File: src/rtl/mult_pkg.sv
// Shared types and constants for the iterative multiply/multiply-accumulate unit.
package mult_pkg;

    typedef enum logic [1:0] {
        MUL_M   = 2'b00,
        MLA_M   = 2'b01,
        UMULL_M = 2'b10,
        SMULL_M = 2'b11
    } mode_e;

    typedef enum logic [1:0] {
        IDLE,
        RUN,
        FIN
    } state_e;

    // Bit positions inside the {N,Z} flag vector.
    localparam int FLAG_N = 1;
    localparam int FLAG_Z = 0;

endpackage

File: src/rtl/mult_if.sv
// Operand/result bundle between the execute stage and the multiply unit.
interface mult_if #(
    parameter int WIDTH = 32
);

    logic             Start;
    logic             Flush;
    logic [1:0]       Mode;
    logic [WIDTH-1:0] SrcA;
    logic [WIDTH-1:0] SrcB;
    logic [WIDTH-1:0] AccIn;
    logic             Busy;
    logic             Done;
    logic [WIDTH-1:0] ResultLo;
    logic [WIDTH-1:0] ResultHi;
    logic [1:0]       FlagsOut;

    modport master (
        output Start, Flush, Mode, SrcA, SrcB, AccIn,
        input  Busy, Done, ResultLo, ResultHi, FlagsOut
    );

    modport slave (
        input  Start, Flush, Mode, SrcA, SrcB, AccIn,
        output Busy, Done, ResultLo, ResultHi, FlagsOut
    );

endinterface

File: src/rtl/mult_step.sv
// One iteration of shift-and-add: folds BITS_PER_CYCLE multiplier bits into the
// double-width product accumulator.
module mult_step #(
    parameter int WIDTH          = 32,
    parameter int BITS_PER_CYCLE = 1,
    parameter int SHW            = $clog2(2*WIDTH) + 1
) (
    input  logic [2*WIDTH-1:0]        acc_in,
    input  logic [WIDTH-1:0]          multiplicand,
    input  logic [BITS_PER_CYCLE-1:0] mbits,
    input  logic [SHW-1:0]            shift,
    output logic [2*WIDTH-1:0]        acc_out
);

    logic [2*WIDTH-1:0] partial;

    always_comb begin
        partial = '0;
        for (int i = 0; i < BITS_PER_CYCLE; i++) begin
            if (mbits[i]) begin
                partial = partial + ({{WIDTH{1'b0}}, multiplicand} << i);
            end
        end
        acc_out = acc_in + (partial << shift);
    end

endmodule

File: src/rtl/mult_unit.sv
// Iterative MUL/MLA/UMULL/SMULL unit: holds Busy while it retires multiplier
// bits, then pulses Done with registered results and {N,Z} flags.
module mult_unit
    import mult_pkg::*;
#(
    parameter int WIDTH          = 32,
    parameter int BITS_PER_CYCLE = 1
) (
    input logic  clk,
    input logic  reset,
    mult_if.slave bus
);

    localparam int STEPS = WIDTH / BITS_PER_CYCLE;
    localparam int CW    = $clog2(STEPS + 1);
    localparam int SHW   = $clog2(2*WIDTH) + 1;

    generate
        if (!(BITS_PER_CYCLE == 1 || BITS_PER_CYCLE == 2 || BITS_PER_CYCLE == 4) ||
            (WIDTH % BITS_PER_CYCLE) != 0) begin : g_bad_cfg
            $error("mult_unit: BITS_PER_CYCLE must be 1, 2 or 4 and divide WIDTH");
        end
    endgenerate

    state_e             state, state_next;
    mode_e              mode_q;
    logic [WIDTH-1:0]   mcand_q, mplier_q, acc_q;
    logic               sign_q;
    logic [CW-1:0]      count_q;
    logic [2*WIDTH-1:0] prod_q, prod_step, prod_signed;
    logic               done_q;
    logic [WIDTH-1:0]   res_lo_q, res_hi_q;
    logic [1:0]         flags_q;

    logic               start_ok, last_step, is_smull, wide;
    logic [WIDTH-1:0]   a_mag, b_mag, fin_lo, fin_hi;
    logic [1:0]         fin_flags;
    logic [SHW-1:0]     shift;

    assign start_ok  = bus.Start && !bus.Flush;
    assign last_step = (count_q == CW'(STEPS - 1));
    assign shift     = SHW'(count_q) * SHW'(BITS_PER_CYCLE);
    assign is_smull  = (mode_e'(bus.Mode) == SMULL_M);

    // SMULL runs on magnitudes; the most-negative value maps to 2^(WIDTH-1) unsigned.
    assign a_mag = (is_smull && bus.SrcA[WIDTH-1]) ? -bus.SrcA : bus.SrcA;
    assign b_mag = (is_smull && bus.SrcB[WIDTH-1]) ? -bus.SrcB : bus.SrcB;

    mult_step #(
        .WIDTH          (WIDTH),
        .BITS_PER_CYCLE (BITS_PER_CYCLE),
        .SHW            (SHW)
    ) u_step (
        .acc_in       (prod_q),
        .multiplicand (mcand_q),
        .mbits        (mplier_q[BITS_PER_CYCLE-1:0]),
        .shift        (shift),
        .acc_out      (prod_step)
    );

    always_ff @(posedge clk) begin
        if (reset) state <= IDLE;
        else       state <= state_next;
    end

    always_comb begin
        state_next = state;
        case (state)
            IDLE:    if (start_ok) state_next = RUN;
            RUN:     if (bus.Flush) state_next = IDLE;
                     else if (last_step) state_next = FIN;
            FIN:     state_next = IDLE;
            default: state_next = IDLE;
        endcase
    end

    always_comb begin
        prod_signed = (mode_q == SMULL_M && sign_q) ? -prod_q : prod_q;
        wide        = (mode_q == UMULL_M) || (mode_q == SMULL_M);
        fin_lo      = prod_signed[WIDTH-1:0];
        fin_hi      = '0;
        case (mode_q)
            MUL_M:   fin_lo = prod_q[WIDTH-1:0];
            MLA_M:   fin_lo = prod_q[WIDTH-1:0] + acc_q;
            default: fin_hi = prod_signed[2*WIDTH-1:WIDTH];
        endcase
        fin_flags         = '0;
        fin_flags[FLAG_N] = wide ? fin_hi[WIDTH-1] : fin_lo[WIDTH-1];
        fin_flags[FLAG_Z] = ({fin_hi, fin_lo} == '0);
    end

    always_ff @(posedge clk) begin
        if (reset) begin
            mode_q   <= MUL_M;
            mcand_q  <= '0;
            mplier_q <= '0;
            acc_q    <= '0;
            sign_q   <= 1'b0;
            count_q  <= '0;
            prod_q   <= '0;
            done_q   <= 1'b0;
            res_lo_q <= '0;
            res_hi_q <= '0;
            flags_q  <= '0;
        end else begin
            done_q <= 1'b0;
            case (state)
                IDLE: if (start_ok) begin
                    mode_q   <= mode_e'(bus.Mode);
                    acc_q    <= bus.AccIn;
                    mcand_q  <= a_mag;
                    mplier_q <= b_mag;
                    sign_q   <= is_smull && (bus.SrcA[WIDTH-1] ^ bus.SrcB[WIDTH-1]);
                    count_q  <= '0;
                    prod_q   <= '0;
                end
                RUN: if (!bus.Flush) begin
                    prod_q   <= prod_step;
                    mplier_q <= mplier_q >> BITS_PER_CYCLE;
                    count_q  <= count_q + 1'b1;
                end
                FIN: if (!bus.Flush) begin
                    res_lo_q <= fin_lo;
                    res_hi_q <= fin_hi;
                    flags_q  <= fin_flags;
                    done_q   <= 1'b1;
                end
                default: ;
            endcase
        end
    end

    assign bus.Busy     = (state != IDLE);
    assign bus.Done     = done_q;
    assign bus.ResultLo = res_lo_q;
    assign bus.ResultHi = res_hi_q;
    assign bus.FlagsOut = flags_q;

endmodule
File: src/flat_wrapper.sv
// flat-port wrapper written by rule: the top's interface ports become plain ports
module mult_unit_flat import mult_pkg::*;
#(
    parameter int WIDTH          = 32,
    parameter int BITS_PER_CYCLE = 1
)
  (clk, reset, bus_Start, bus_Flush, bus_Mode, bus_SrcA, bus_SrcB, bus_AccIn, bus_Busy, bus_Done, bus_ResultLo, bus_ResultHi, bus_FlagsOut);
  mult_if #(.WIDTH(WIDTH)) bus_i ();
  input logic clk;
  input logic reset;
  input wire logic [$bits(bus_i.Start)-1:0] bus_Start;
  input wire logic [$bits(bus_i.Flush)-1:0] bus_Flush;
  input wire logic [$bits(bus_i.Mode)-1:0] bus_Mode;
  input wire logic [$bits(bus_i.SrcA)-1:0] bus_SrcA;
  input wire logic [$bits(bus_i.SrcB)-1:0] bus_SrcB;
  input wire logic [$bits(bus_i.AccIn)-1:0] bus_AccIn;
  output wire logic [$bits(bus_i.Busy)-1:0] bus_Busy;
  output wire logic [$bits(bus_i.Done)-1:0] bus_Done;
  output wire logic [$bits(bus_i.ResultLo)-1:0] bus_ResultLo;
  output wire logic [$bits(bus_i.ResultHi)-1:0] bus_ResultHi;
  output wire logic [$bits(bus_i.FlagsOut)-1:0] bus_FlagsOut;
  assign bus_i.Start = bus_Start;
  assign bus_i.Flush = bus_Flush;
  assign bus_i.Mode = bus_Mode;
  assign bus_i.SrcA = bus_SrcA;
  assign bus_i.SrcB = bus_SrcB;
  assign bus_i.AccIn = bus_AccIn;
  assign bus_Busy = bus_i.Busy;
  assign bus_Done = bus_i.Done;
  assign bus_ResultLo = bus_i.ResultLo;
  assign bus_ResultHi = bus_i.ResultHi;
  assign bus_FlagsOut = bus_i.FlagsOut;
  mult_unit #(.WIDTH(WIDTH), .BITS_PER_CYCLE(BITS_PER_CYCLE)) u_core (.clk(clk), .reset(reset), .bus(bus_i));
endmodule
File: config.mk
export PLATFORM = sky130hd
export DESIGN_NAME = mult_unit_flat
export DESIGN_NICKNAME = d
export VERILOG_FILES = /design/src/rtl/mult_pkg.sv /design/src/rtl/mult_if.sv /design/src/rtl/mult_step.sv /design/src/rtl/mult_unit.sv /design/src/flat_wrapper.sv
export SDC_FILE = /design/constraint.sdc
export NUM_CORES = 1
export LEC_CHECK = 0
export ABC_CLOCK_PERIOD_IN_PS = 5200
export BUFFER_PORTS_ARGS = -buffer_cell sky130_fd_sc_hd__buf_4
export CAP_MARGIN = 20
export CORE_MARGIN = 5
export CORE_UTILIZATION = 62
export CTS_CLUSTER_SIZE = 8
export DETAILED_ROUTE_END_ITERATION = 7
export PLACE_DENSITY_LB_ADDON = 0.15
export SYNTH_ARGS = -nofsm -noshare
export SYNTH_HDL_FRONTEND = slang
export SYNTH_HIERARCHICAL = 1
export SYNTH_SLANG_ARGS = --single-unit
File: constraint.sdc
create_clock -name clk -period 5.2 [get_ports clk]
set_input_delay 0 -clock clk [delete_from_list [all_inputs] [get_ports clk]]
set_output_delay 0 -clock clk [all_outputs]
set_load 0.02 [all_outputs]
; ---- After elaboration in Yosys (flattened, before gate mapping)
; Cells that the tools add are included.
; W data, S select, Z words.
[totals]
input_bits = 102
n_memories = 0
word_cells = 71
mem_bits_rw = 0
register_bits = 238
rom_bits = 0
latch_bits = 0
[op_classes]
n_shift = 1
div_mod_pow = 0
n_bitwise = 3
n_lt_le_gt_ge = 0
n_mul = 0
eq_ne = 10
mux = 21
n_reduce_logical = 18
addsub = 6
[op_table]
columns = op, count
row1 = $mux W32, 6
row2 = $mux W64, 3
row3 = $pmux W32 S2, 2
row4 = $pmux W64 S2, 1
row5 = $add A64 B64 Y64, 1
row6 = $logic_not A64 Y1, 1
row7 = $neg A32 Y32, 2
row8 = $neg A64 Y64, 1
row9 = $shl A64 B6 Y64, 1
row10 = $add A32 B32 Y32, 1
row11 = $mux W6, 2
row12 = $pmux W6 S2, 1
row13 = $eq A2 B2 Y1 const B, 4
row14 = $add A6 B1 Y6 const B, 1
row15 = $eq A6 B5 Y1 const B, 1
row16 = $mux W2, 3
row17 = $reduce_and A2 Y1, 3
row18 = $logic_and A1 B1 Y1, 5
row19 = $eq A2 B1 Y1 const B, 2
row20 = $logic_not A2 Y1, 2
row21 = $pmux W2 S2, 1
row22 = $reduce_bool A2 Y1, 2
row23 = $reduce_or A2 Y1, 2
row24 = $ne A3 B2 Y1 const B, 1
row25 = 8 further kinds, 10

; ---- Depth between registers and ports, before layout
; Gate-level depths: netlist of run 1.
[logic_depth]
word_depth = 5
depth_mapped = 25
ltp_nobuf = 21

; ---- Cells and area by module
; The synthesis of run 1 kept the hierarchy.
[modules_own_cells]
columns = module, instances, cells_each, seq_area_each_um2, area_each_um2
row1 = mult_unit, 1, 1842, 4764.6, 13999.7
row2 = mult_step, 1, 962, 0.0, 6200.9

; ---- Worst setup path before layout of run 1
; OpenSTA, ideal clock, no wires.
[synth_path]
kind = register to register
from = reg u_core.count_q[0]
to = reg u_core.prod_q[57]
path_stages_with_launch = 24
arrival_ns = 4.623
path_buffers = 3
setup_slack_ns = 0.444
t_required_ns = 5.068
path_cell_list = dfxtp_1 > buf_4 > buf_2 > buf_2 > mux2_2 > mux2i_1 > o22ai_1 > nor2_1 > a21oi_1 > a22oi_1 > o22a_1 > nor2_1 > ha_1 > a21oi_1 > o21ai_1 > a311o_1 > a221oi_1 > o21ai_0 > a31oi_1 > o31a_1 > nor3_1 > or3b_1 > nand3_1 > a21oi_1
[synth_via]
elab_chain_len = 4
[synth_rtl]
columns = element, line
row1 = start: declaration, mult_unit.sv:29  ; logic [CW-1:0] count_q;
row2 = start signal: assignment, mult_unit.sv:120  ; count_q <= count_q + 1'b1;
row3 = $shl A64 B6 Y64, mult_step.sv:24  ; acc_out = acc_in + (partial << shift);
row4 = $add A64 B64 Y64, mult_step.sv:24
row5 = via u_core.prod_step[57], mult_unit.sv:30  ; logic [2*WIDTH-1:0] prod_q, prod_step, prod_signed;
row6 = $mux W64, mult_unit.sv:117  ; RUN: if (!bus.Flush) begin
row7 = $pmux W64 S2, mult_unit.sv:107  ; case (state)
row8 = end signal: assignment, mult_unit.sv:118  ; prod_q <= prod_step;
row9 = end: declaration, mult_unit.sv:30
; The timed path passes the listed nets, and every way through them passes these cells. The select of a mux whose other input is x is not followed.
; A chain may end at the register's enable or synchronous reset.

; ---- Worst setup path after layout of run 1
; Same ends and word-level chain as after synthesis.

==> flow_metrics.env, run 1 <==
export IMPL_insertion_delay_ns=0.55
export IMPL_outcome="completed"
export IMPL_cp_required_ns=5.58
export IMPL_synthSimpleGateAreaFrac_pct=25.99
export IMPL_final_cell_mix="329 x nand2_1, 329 x a21oi_1, 326 x nor2_1, 236 x dfxtp_1, 218 x buf_4"
export IMPL_synth_edf_count=0
export IMPL_first_iter_violations=3523
export IMPL_boundaryPins=170
export IMPL_cts_buffer_depth=3
export IMPL_vias_per_cell=6.858
export IMPL_multi_input_area_sq_um=14590
export IMPL_grt_pass1_wl_um=120000
export IMPL_synth_xor_area_share_pct=6.980
export IMPL_portBuffers=169
export IMPL_cts_root_buf="clkbuf_16"
export IMPL_regArea_sq_um=4770
export IMPL_fin_cells=3427
export IMPL_num_nets_final=3183
export IMPL_cts_max_level=2
export IMPL_gp_congestion=1.035
export IMPL_wl_um=76640
export IMPL_start_util_pct=62.40
export IMPL_overflow=0
export IMPL_clkTransAtPathRegs_ns=0.05
export IMPL_start_kind="register"
export IMPL_die_width_um=190.5
export IMPL_final_hold_viol_count=0
export IMPL_antenna_found_initial=1
export IMPL_numCtsBuffers=35
export IMPL_cp_arrival_ns=5.48
export IMPL_synth_mux_area_share_pct=5.259
export IMPL_dieArea_sq_um=36290
export IMPL_clock_sinks=238
export IMPL_p_leak_nw=9.446
export IMPL_fmax_mhz=196.1
export IMPL_worstSetupPathType="reg2reg"
export IMPL_fillCellCount=2440
export IMPL_async_reset_ff_share_pct=0
export IMPL_yosys_warnings=6
export IMPL_dr_total_vias=23500
export IMPL_drt_first_pass_iters=6
export IMPL_syn_inst=2804
export IMPL_area_growth_pct=18.25
export IMPL_power_density_nw_per_um2=193.6
export IMPL_route_detailed_wl_per_inst_um=22.36
export IMPL_grt_pass1_vias=22360
export IMPL_hold_path_class="in2reg"
export IMPL_dp_hpwl_um=51740
export IMPL_synthTopCellsByArea="dfxtp_1 24%, a21oi_1 8.2%, nand2_1 6.1%"
export IMPL_synth_compound_area_share_pct=27.14
export IMPL_yosys_area_share_adder_pct=6.268
export IMPL_ys_ff_latch=238
export IMPL_p_total_w=0.004625
export IMPL_grt_usage_pct=40.51
export IMPL_end_kind="register"
export IMPL_cts_tree="done"
export IMPL_post_route_period_util_pct=98.06
export IMPL_coreArea_sq_um=32370
export IMPL_fin_crit_ns=5.099
export IMPL_netlist_area_sq_um=20200
export IMPL_ir_drop_uv=215.7
export IMPL_dp_cells=3265
export IMPL_fp_dieH_um=190.5
export IMPL_synth_top_area_cell="dfxtp_1"
export IMPL_slew_limit_headroom_pct=24.72
export IMPL_setup_viol=0
export IMPL_synthFlopType="dfxtp_1"
export IMPL_ys_seq_area_share_pct=23.59
export IMPL_grt_max_degree=103
export IMPL_worst_pin_slew_ns=1.119
export IMPL_finClkSkew_ns=0.02179
export IMPL_yosysUniqueCellTypes=93
export IMPL_cap_violations=0
export IMPL_avgSynthCellArea_sq_um=7.204
export IMPL_synth_top_area_share_pct=23.59
export IMPL_drtAntennaViolNets=0
export IMPL_drcViolationCount=0
export IMPL_rows=66
export IMPL_synth_top_family_by_area="compound AO/OA/AOI/OAI gates"
export IMPL_drive_gt1_share_pct=11.97
export IMPL_drv_slew=0
export IMPL_cp_max_fo=16
export IMPL_synth_nets=3006
-- sequential cells by signal, indices dropped and copies added (netlist names), 2 cells and up --
register and count:
u_core/mplier_q 32, u_core/mode_q 2, u_core/bus.FlagsOut 2, u_core/acc_q 32
u_core/bus.ResultHi 32, u_core/bus.ResultLo 32, u_core/state 2, u_core/count_q 6
u_core/mcand_q 32, u_core/prod_q 64
-- Yosys cell counts, types with 33 or more instances --
master      n
a21oi_1   332
nand2_1   329
nor2_1    327
dfxtp_1   238
clkbuf_1  168
nand3_1   129
o21ai_0   111
ha_1       98
a211oi_1   86
xor2_1     83
xnor2_1    78
nor3_1     74
mux2i_1    60
inv_1      47
a31oi_1    41
a21o_1     38
a22oi_1    34
nand4_1    34
nor4_1     33
-- critical path, cell delays in order, from the launching register on --
cell      delay (ns)
dfxtp_2         0.38
buf_4           0.27
mux2_2          0.41
mux2i_2         0.24
o22ai_1         0.16
nor2_1          0.11
a21oi_1         0.09
a22oi_1         0.22
o22a_1          0.18
nor2_1          0.05
ha_1            0.35
a21oi_1         0.22
o21ai_1         0.19
a311o_1         0.41
a221oi_1        0.31
o21ai_0         0.17
a31oi_2         0.30
o31a_1          0.28
nor3_1          0.08
or3b_1          0.35
nand3_1         0.07
a21oi_1         0.08
-- report_power, final --
part / internal (W) / total [W] / switching (W)
combinational: 0.000258 / 0.000637 / 0.000380
clock: 0.00123 / 0.00206 / 0.000825
sequential: 0.00188 / 0.00193 / 0.0000552
total: 0.00337 / 0.00463 / 0.00126
-- layout make-up --
cell class                 count  share of cell area, %
sequential                   238                  19.97
clock buffer                  37                  3.829
timing repair buffer         339                  11.93
inverter                      48                 0.7543
antenna                        2                0.02095
multi-input combinational   2319                  61.08
clock inverter                 2                 0.1048
tap                          442                  2.315
-- worst paths after layout --
path	cells past startpoint	endpoint	slack (ns)	startpoint
hold / removal	5	u_core/mplier_q[30]	0.008	bus_SrcB[30]
setup / recovery	21	u_core/prod_q[57]	0.10	u_core/count_q[0]
setup reg to reg	21	u_core/prod_q[57]	0.10	u_core/count_q[0]
hold reg to reg	2	u_core/bus.ResultHi[31]	0.46	u_core/bus.ResultHi[31]
-- cell families (layout without fill, tap and decap cells) --
family          count (synthesis)  in the layout
compound gates                865            865
xor+xnor                      161            161
fa+ha+maj                     100            100
buf+inv                       247            426
flops                         238            238
mux                            88             88
other cells                     1              3
simple gates                 1104           1104
-- per-layer routing --
layer	share of wire (%)	track usage, %
met4	6.9	23.18
met2	45	66.31
met1	38	50.25
met3	10	7.305
met5	0	0
-- through the flow --
| step | area, sq um | setup slack, ns | hold WS (ns) | util (%) | TNS, ns |
|---|---|---|---|---|---|
| 2_1_floorplan | 20200 | 0.4443 | 0.1360 | - | 0 |
| 3_3_place_gp | 21660 | 0.1506 | 0.2477 | 66.92 | 0 |
| 3_5_place_dp | 21660 | 0.02353 | 0.2564 | 66.92 | 0 |
| 4_1_cts | 23790 | 0.004187 | 0.004134 | 73.50 | 0 |
| 5_1_grt | 23880 | -0.03099 | 0.05222 | 73.78 | -0.03428 |
| 6_report | 23890 | 0.1008 | 0.007589 | 73.79 | 0 |
-- what timing repair did --
item	in CTS	in global routing
hold endpoints to repair	112	0
hold buffers	119	0
setup buffers	0	2
resized for setup	0	22
setup endpoints to repair	0	16
(Power assumes the default switching activity.)
==> run 2: changes to the inputs <==
--- a/config.mk
+++ b/config.mk
@@ -12,6 +12,7 @@
 export CORE_UTILIZATION = 62
 export CTS_CLUSTER_SIZE = 8
 export DETAILED_ROUTE_END_ITERATION = 7
+export HOLD_SLACK_MARGIN = 0.02
 export PLACE_DENSITY_LB_ADDON = 0.15
 export SYNTH_ARGS = -nofsm -noshare
 export SYNTH_HDL_FRONTEND = slang
==> run 2 against run 1 <==
  * Highest routed layer unchanged
  * Combinational power increased by 0.6%
  * Register-to-register slack improved by 0.02 ns
  * Global-route usage decreased by 0.43 points
  * Critical path type unchanged
  * Critical endpoint unchanged
  * Utilization increased by 0.22 points
  * Largest cell class unchanged
  * Sequential power about the same
  * Clock skew increased by 0.00098 ns
  * Critical path depth unchanged
  * Via count about the same
  * Non-clock buffer count increased by 7
  * The run now ends with design-rule violations left
  * Wire length decreased by 0.37%
==> flow_metrics.env, run 2 (synthesis gave the netlist of run 1 again) <==
export IMPL_numCtsBuffers=35
export IMPL_seqPwrFrac_pct=41.6
export IMPL_clock_sinks=238
export IMPL_coreArea_sq_um=32370
export IMPL_fillCellCount=2395
export IMPL_reg2reg_from="u_core/count_q[0]"
export IMPL_tns_ns=0
export IMPL_dp_hpwl_um=51740
export IMPL_dp_cells=3265
export IMPL_cts_buffer_depth=3
export IMPL_first_iter_violations=3483
export IMPL_worst_pin_slew_ns=1.058
export IMPL_start_util_pct=62.40
export IMPL_grt_pass1_wl_um=118900
export IMPL_p_sw_share_pct=27.44
export IMPL_p_leak_nw=9.480
export IMPL_grt_pass1_vias=22280
export IMPL_fin_crit_ns=5.081
export IMPL_cts_root_buf="clkbuf_16"
export IMPL_cp_max_fo=16
export IMPL_antenna_found_initial=1
export IMPL_rows=66
export IMPL_overflow=0
export IMPL_final_hold_viol_count=0
export IMPL_outcome="finished, violations left"
export IMPL_gp_congestion=1.035
export IMPL_final_cell_mix="329 x nand2_1, 329 x a21oi_1, 326 x nor2_1, 236 x dfxtp_1, 219 x buf_4"
export IMPL_slew_limit_headroom_pct=29.45
export IMPL_place_worst_setup_slack_ns=0.02353
export IMPL_route_detailed_wl_per_inst_um=22.24
export IMPL_cp_arrival_ns=5.46
export IMPL_comb_power_share_pct=13.8
export IMPL_fin_cells=3433
export IMPL_setup_ws_ns=0.1190
export IMPL_drcViolationCount=1
export IMPL_grt_usage_pct=40.09
export IMPL_place_area_sq_um=21660
export IMPL_cp_startpoint="u_core/count_q[0]"
export IMPL_clkTransAtPathRegs_ns=0.05
export IMPL_cts_tree="done"
export IMPL_r2r_end="u_core/prod_q[57]"
export IMPL_boundaryPins=170
export IMPL_r2r_slack_ns=0.12
export IMPL_whs_ns=0.05753
export IMPL_fmax_mhz=196.8
export IMPL_cp_required_ns=5.58
export IMPL_ir_drop_uv=236.6
export IMPL_post_route_period_util_pct=97.71
export IMPL_internal_power_w=0.003369
export IMPL_finClkSkew_ns=0.02276
export IMPL_setup_viol=0
export IMPL_top_register="u_core/prod_q"
export IMPL_end_kind="register"
export IMPL_vias_per_cell=6.842
export IMPL_dieArea_sq_um=36290
export IMPL_worstSetupPathType="reg2reg"
export IMPL_clockPowerShare_pct=44.6
export IMPL_largest_register_ffs=64
export IMPL_p_switching_w=0.001274
export IMPL_num_nets_final=3190
export IMPL_portBuffers=169
export IMPL_violations="design-rule violations"
export IMPL_hold_path_class="in2reg"
export IMPL_insertion_delay_ns=0.55
export IMPL_multi_input_area_sq_um=14590
export IMPL_dr_total_vias=23490
export IMPL_area_growth_pct=18.59
export IMPL_drive_gt1_share_pct=12.01
export IMPL_cts_max_level=2
export IMPL_drt_first_pass_iters=8
export IMPL_die_width_um=190.5
export IMPL_cap_violations=0
export IMPL_start_kind="register"
export IMPL_grt_max_degree=103
export IMPL_wl_um=76350
export IMPL_crit_end="u_core/prod_q[57]"
export IMPL_hp_start="bus_SrcB[3]"
export IMPL_drtAntennaViolNets=0
export IMPL_power_density_nw_per_um2=193.8
export IMPL_worst_r2r_cell_count=21
export IMPL_drv_slew=0
export IMPL_finalInstanceArea_sq_um=23960
export IMPL_fp_dieH_um=190.5
export IMPL_regArea_sq_um=4770
==> run 2: cell count changes in the layout (fill, tap and decap cells not counted) <==
cell and change:
nor3_1 -1, nor3_2 +1, diode_2 -1, buf_4 +1
dlygate4sd3_1 +6
==> run 2: final cells by class <==
class	count	share of cell area, %
timing repair buffer	346	12.18
antenna	1	0.01045
inverter	48	0.7521
multi-input combinational	2319	60.92
sequential	238	19.91
clock buffer	37	3.818
clock inverter	2	0.1045
tap	442	2.308
==> run 2: layer usage <==
metal	GRT usage [%]	routed length, um	vias to the layer above
met4	21.85	4781	0
li1	-	-	10600
met3	7.195	7713	370
met5	0	0	-
met1	49.94	28980	10800
met2	65.92	34880	1719
==> run 2: stage by stage <==
step / total power (W) / utilization (%)
2_1_floorplan: 0.002282 / -
3_3_place_gp: 0.002452 / 66.92
3_5_place_dp: 0.002471 / 66.92
4_1_cts: 0.004586 / 73.69
5_1_grt: 0.004768 / 74.01
6_report: 0.004644 / 74.01
==> run 2: worst min-delay path by stage <==
stage	end	slack, ns	depth (start not counted)
2_1_floorplan	u_core/acc_q[0]	0.14	2
5_1_grt	u_core/mplier_q[27]	0.08	5
3_3_place_gp	u_core/acc_q[13]	0.25	3
3_5_place_dp	u_core/acc_q[8]	0.26	3
6_report	u_core/mplier_q[3]	0.06	5
4_1_cts	u_core/mplier_q[27]	0.03	5
==> run 2: worst max-delay path, stage by stage (launching register included) <==
cell and delay (ns):
dfxtp_2 0.38, buf_4 0.26, mux2_2 0.39, mux2i_1 0.27, o22ai_1 0.17, nor2_1 0.12, a21oi_1 0.09, a22oi_1 0.24
o22a_1 0.19, nor2_1 0.04, ha_1 0.35, a21oi_1 0.21, o21ai_1 0.18, a311o_1 0.41, a221oi_1 0.28, o21ai_0 0.16
a31oi_2 0.29, o31a_1 0.29, nor3_1 0.08, or3b_1 0.36, nand3_1 0.08, a21oi_1 0.08
==> run 2: repair_timing <==
action                     4_1_cts  5_1_grt
buffers inserted                 0        3
gates resized for setup          0       23
setup endpoints to repair        0       15
hold endpoints to repair       116        0
hold buffers                   125        0
==> run 2: power by group through the flow <==
stage	clock, W	combinational [W]	sequential (W)
detailed placement	0	0.000512	0.00196
floorplan	0	0.000344	0.00194
global route	0.00216	0.000681	0.00193
finish	0.00207	0.000641	0.00193
global placement	0	0.000495	0.00196
CTS	0.00207	0.000593	0.00192
